--- config.mk ---
export PLATFORM = sky130hd
export DESIGN_NAME = timer_counter
export DESIGN_NICKNAME = d
export VERILOG_FILES = /design/src/rtl/timer_counter.sv
export SDC_FILE = /design/constraint.sdc
export NUM_CORES = 1
export LEC_CHECK = 0
export CORE_MARGIN = 1.5
export CORE_UTILIZATION = 45
export DETAILED_ROUTE_END_ITERATION = 8
export PLACE_DENSITY = 0.73
export SLEW_MARGIN = 30
export SYNTH_ARGS = -nofsm -noshare
export SYNTH_HDL_FRONTEND = slang
export SYNTH_SLANG_ARGS = --single-unit
--- constraint.sdc ---
create_clock -name sys_clk -period 10 [get_ports sys_clk]
set_input_delay 2 -clock sys_clk [delete_from_list [all_inputs] [get_ports sys_clk]]
set_output_delay 2 -clock sys_clk [all_outputs]
set_load 0.02 [all_outputs]
--- src/rtl/timer_counter.sv ---
// 64-bit free-running timer with software-writable counter and compare,
// disable-clear on timer_en falling edge, and a sticky maskable interrupt.
module timer_counter #(
    parameter logic [63:0] CMP_INIT = 64'hFFFF_FFFF_FFFF_FFFF
) (
    input  logic        sys_clk,
    input  logic        sys_rst,
    input  logic        cnt_en,
    input  logic        timer_en,
    input  logic        cnt_wr_lo,
    input  logic        cnt_wr_hi,
    input  logic        cmp_wr_lo,
    input  logic        cmp_wr_hi,
    input  logic [31:0] wdata,
    input  logic        int_en,
    input  logic        int_clr,
    output logic [63:0] cnt_val,
    output logic [63:0] cmp_val,
    output logic        int_st,
    output logic        tim_int
);

    logic [63:0] cnt;
    logic [63:0] cmp;
    logic        ten_q;
    logic        st;
    logic        cnt_wr;
    logic        dis_clr;
    logic        inc;
    logic        match;

    assign cnt_wr  = cnt_wr_lo | cnt_wr_hi;
    assign dis_clr = ten_q & ~timer_en;
    assign inc     = cnt_en & timer_en;
    assign match   = (cnt == cmp);

    // Previous timer_en, used to spot the enable falling edge.
    always_ff @(posedge sys_clk or posedge sys_rst) begin
        if (sys_rst) begin
            ten_q <= 1'b0;
        end else begin
            ten_q <= timer_en;
        end
    end

    // Counter: write beats disable-clear, which beats increment.
    always_ff @(posedge sys_clk or posedge sys_rst) begin
        if (sys_rst) begin
            cnt <= 64'd0;
        end else if (cnt_wr) begin
            if (cnt_wr_lo) begin
                cnt[31:0] <= wdata;
            end
            if (cnt_wr_hi) begin
                cnt[63:32] <= wdata;
            end
        end else if (dis_clr) begin
            cnt <= 64'd0;
        end else if (inc) begin
            cnt <= cnt + 64'd1;
        end
    end

    // Compare register, written in halves independently of the counter.
    always_ff @(posedge sys_clk or posedge sys_rst) begin
        if (sys_rst) begin
            cmp <= CMP_INIT;
        end else begin
            if (cmp_wr_lo) begin
                cmp[31:0] <= wdata;
            end
            if (cmp_wr_hi) begin
                cmp[63:32] <= wdata;
            end
        end
    end

    // Sticky status: a match sets it and overrides a same-cycle clear.
    always_ff @(posedge sys_clk or posedge sys_rst) begin
        if (sys_rst) begin
            st <= 1'b0;
        end else if (match) begin
            st <= 1'b1;
        end else if (int_clr) begin
            st <= 1'b0;
        end
    end

    assign cnt_val = cnt;
    assign cmp_val = cmp;
    assign int_st  = st;
    assign tim_int = st & int_en;

endmodule
==> run summary <==
Status: finished, final reports clean
Die area: 17600 sq um
Worst VDD drop: 0.121 mV
Synth top area share: 22.2%
Ports: 172
Worst Setup SP: int_en
Final Skew: 0.00844 ns
Worst-path clk slew: 0.06 ns
GR Util met2: 46.5%
Final setup violation count: 0
Critical path fanouts, max: 1
Total Routing Usage GR: 31.0%
H-tree depth: 4
Congestion Overflow GR: 0
Post-Syn Instances: 783
Post-synth EDFFs: 0
Mux contribution to synthesized area: 9.63%
Maximum clock path buffer count: 2
Most used routing layer: met2
# diodes: 0
Die height: 133 um
DRT iter0 DRCs: 1044
First-pass GRT wire length: 41300 um
Final wirelength: 27300 um
Synth area leader: dfstp_2
CP endpoint kind: output port
Met1 GRT Util: 44.6%
Yosys reg bits: 130
Placed wire-length estimate: 19400 um
Synth Area per Inst: 9.69 sq um
Hold Path Class: reg -> reg
Total number of vias: 7289
Initial antenna violation count: 0
Drt pass-1 iters: 6
Setup bufs post-CTS: 0
DRC viols: 0
TritonCTS clock tree: built
Sequence of cells on the critical path: clkdlybuf4s50_1 > and2_1 > clkdlybuf4s50_1
Post-synthesis xor/xnor area fraction: 7.39%
Largest net degree at the start of global routing: 83
Leading cell types by count after synthesis: o21ai_0 (67), dfrtp_1 (66), nand2_1 (66)
Yosys cell types: 61
Num rows: 47
Layout area overhead: 32.6%
Critical Path RT: 8.00 ns
Mapped Area: 7580 sq um
CP Class: in -> out
P_leak: 0.00374 uW
Worst hold slack: 0.545 ns
Post-CTS Resized: 0
Total CTS buffers: 17
Die width: 133 um
Avg Vias per Cell: 6.31
Arrival time of the worst setup path: 3.14 ns
Filler cells: 1408
F_max: 0.195 GHz
CP max stage delay: 0.59 ns
Routability cong.: 0.951
HP Start: int_st
Syn Nets: 826
Maxcap violations: 0
Post-layout nets: 966
Fin crit share: 51.4%
Post-synthesis async set-or-reset flop share: 100%
Final hold violation count: 0
Vias in the first global route: 6582
R2r startpoint: cnt_val[2]
Core ar.: 16500 sq um
Share of layout cells above drive strength 1: 19.7%
Hold-fix buffers, CTS: 0
RSZ-0062 raised after global routing: false
CTS root buf: clkbuf_16
Period minus WS final: 5.14 ns
GRT met3 Usage: 5.10%
Most common cell on crit path: clkdlybuf4s50_1
Power Dens Cells: 182 nW/um^2
Port bufs: 171
Slew Viols, Final: 0
Tot Pwr: 1830 uW
Synthesized-area fraction occupied by adder cells: 0.165%
Sink Count: 130
Worst setup SP type: input port
Register area share after synthesis: 43.9%
Starting Density: 45.9%
Simple-Gate Fraction of Synth Area: 19.3%
Clock Latency Late Sink: 0.43 ns
Detail Route Antenna Nets: 0
Ys Warns: 0
Worst Tran Pin Value: 0.973 ns
Synth Area in Compound Gates: 15.7%
Combinational family with the most area after synthesis: simple AND/OR/NAND/NOR gates
Avg WL per Cell: 23.6 um
Top_reg_cell synth: dfrtp_1
Worst path slowest cell: clkdlybuf4s50_1
Most frequent cell after synthesis: o21ai_0
Worst slew margin: 34.9%
Setup TNS: 0 ns
Ranking of synthesized cells by area: dfstp_2 (22%), dfrtp_1 (22%), mux2_2 (9.5%)
[sequential cells by signal (all words and copies together), names as in the netlist]
name     count
int_st       1
ten_q        1
cmp_val     64
cnt_val     64
[cell usage in the layout (no fill, tap or decap), drive strengths merged, types with 3 or more instances in the layout]
cell type	count
o21ai	73
a21oi	16
o211ai	9
and3	23
and4	12
clkinvlp	3
nor3	13
a221o	3
mux2	64
xnor2	64
clkdlybuf4s50	171
nand3	37
a22oi	15
or4	5
o31ai	5
dfstp	64
a32oi	4
dfrtp	66
nor4	20
and2	6
or2	4
clkinv	6
bufinv	4
a22o	11
nand2	67
nor2	34
clkbuf	19
buf	9
or3	4
o311ai	6
o31a	10
a31oi	11
inv	12
nand4	35
o22ai	5
[cell families after synthesis]
logic type / count (synthesis)
muxes: 65
DFF: 130
buffers and inverters: 71
and+or+nand+nor: 269
xor gates and xnor gates: 64
AOI/OAI and AO/OA: 183
adders and majority gates: 1
[path summary, 6_finish.rpt]
path                       cells after the start     endpoint  slack, ns
max                                            3      tim_int       4.86
min in group asynchronous                      2   cnt_val[7]       2.01
max reg2reg                                    6  cnt_val[61]       7.03
min                                            2       int_st       0.55
max in group asynchronous                      3        ten_q       6.79
min reg2reg                                    2       int_st       0.55
[routing by layer]
layer,share of wire (%),wire length (um)
met1,42,11600
met2,45,12300
met3,8.8,2420
met4,3.7,997
met5,0,0
[layout make-up]
class                           count  area, sq um  area share, %
Multi-Input combinational cell    582         3980           39.6
Inverter                           12         47.5          0.473
Clock buffer                       19          453           4.50
Timing Repair Buffer              180         1780           17.7
Clock inverter                     13          184           1.83
Tap cell                          220          275           2.74
Sequential cell                   130         3330           33.2
[stage by stage]
stage	instance area [sq um]	utilization, %	setup slack [ns]	instances
after CTS	10100	60.8	4.86	1156
after detailed placement	9420	57.0	4.75	1124
after global placement	9410	57.0	4.83	1124
after floorplan	7580	-	4.64	783
final	10100	60.8	4.86	1156
after global routing	10100	60.8	4.82	1156
[worst max-delay path: cells and delay by family]
family | cells | cell delay [ns]
buf+inv | 2 | 1.03
simple gates | 1 | 0.11
[report_power, final]
part           switching (uW)  internal (uW)  total [uW]
sequential                107            605         712
clock                     246            429         675
combinational             230            208         438
total                     583           1240        1830
No activity file was read; power rests on OpenSTA's default activity.
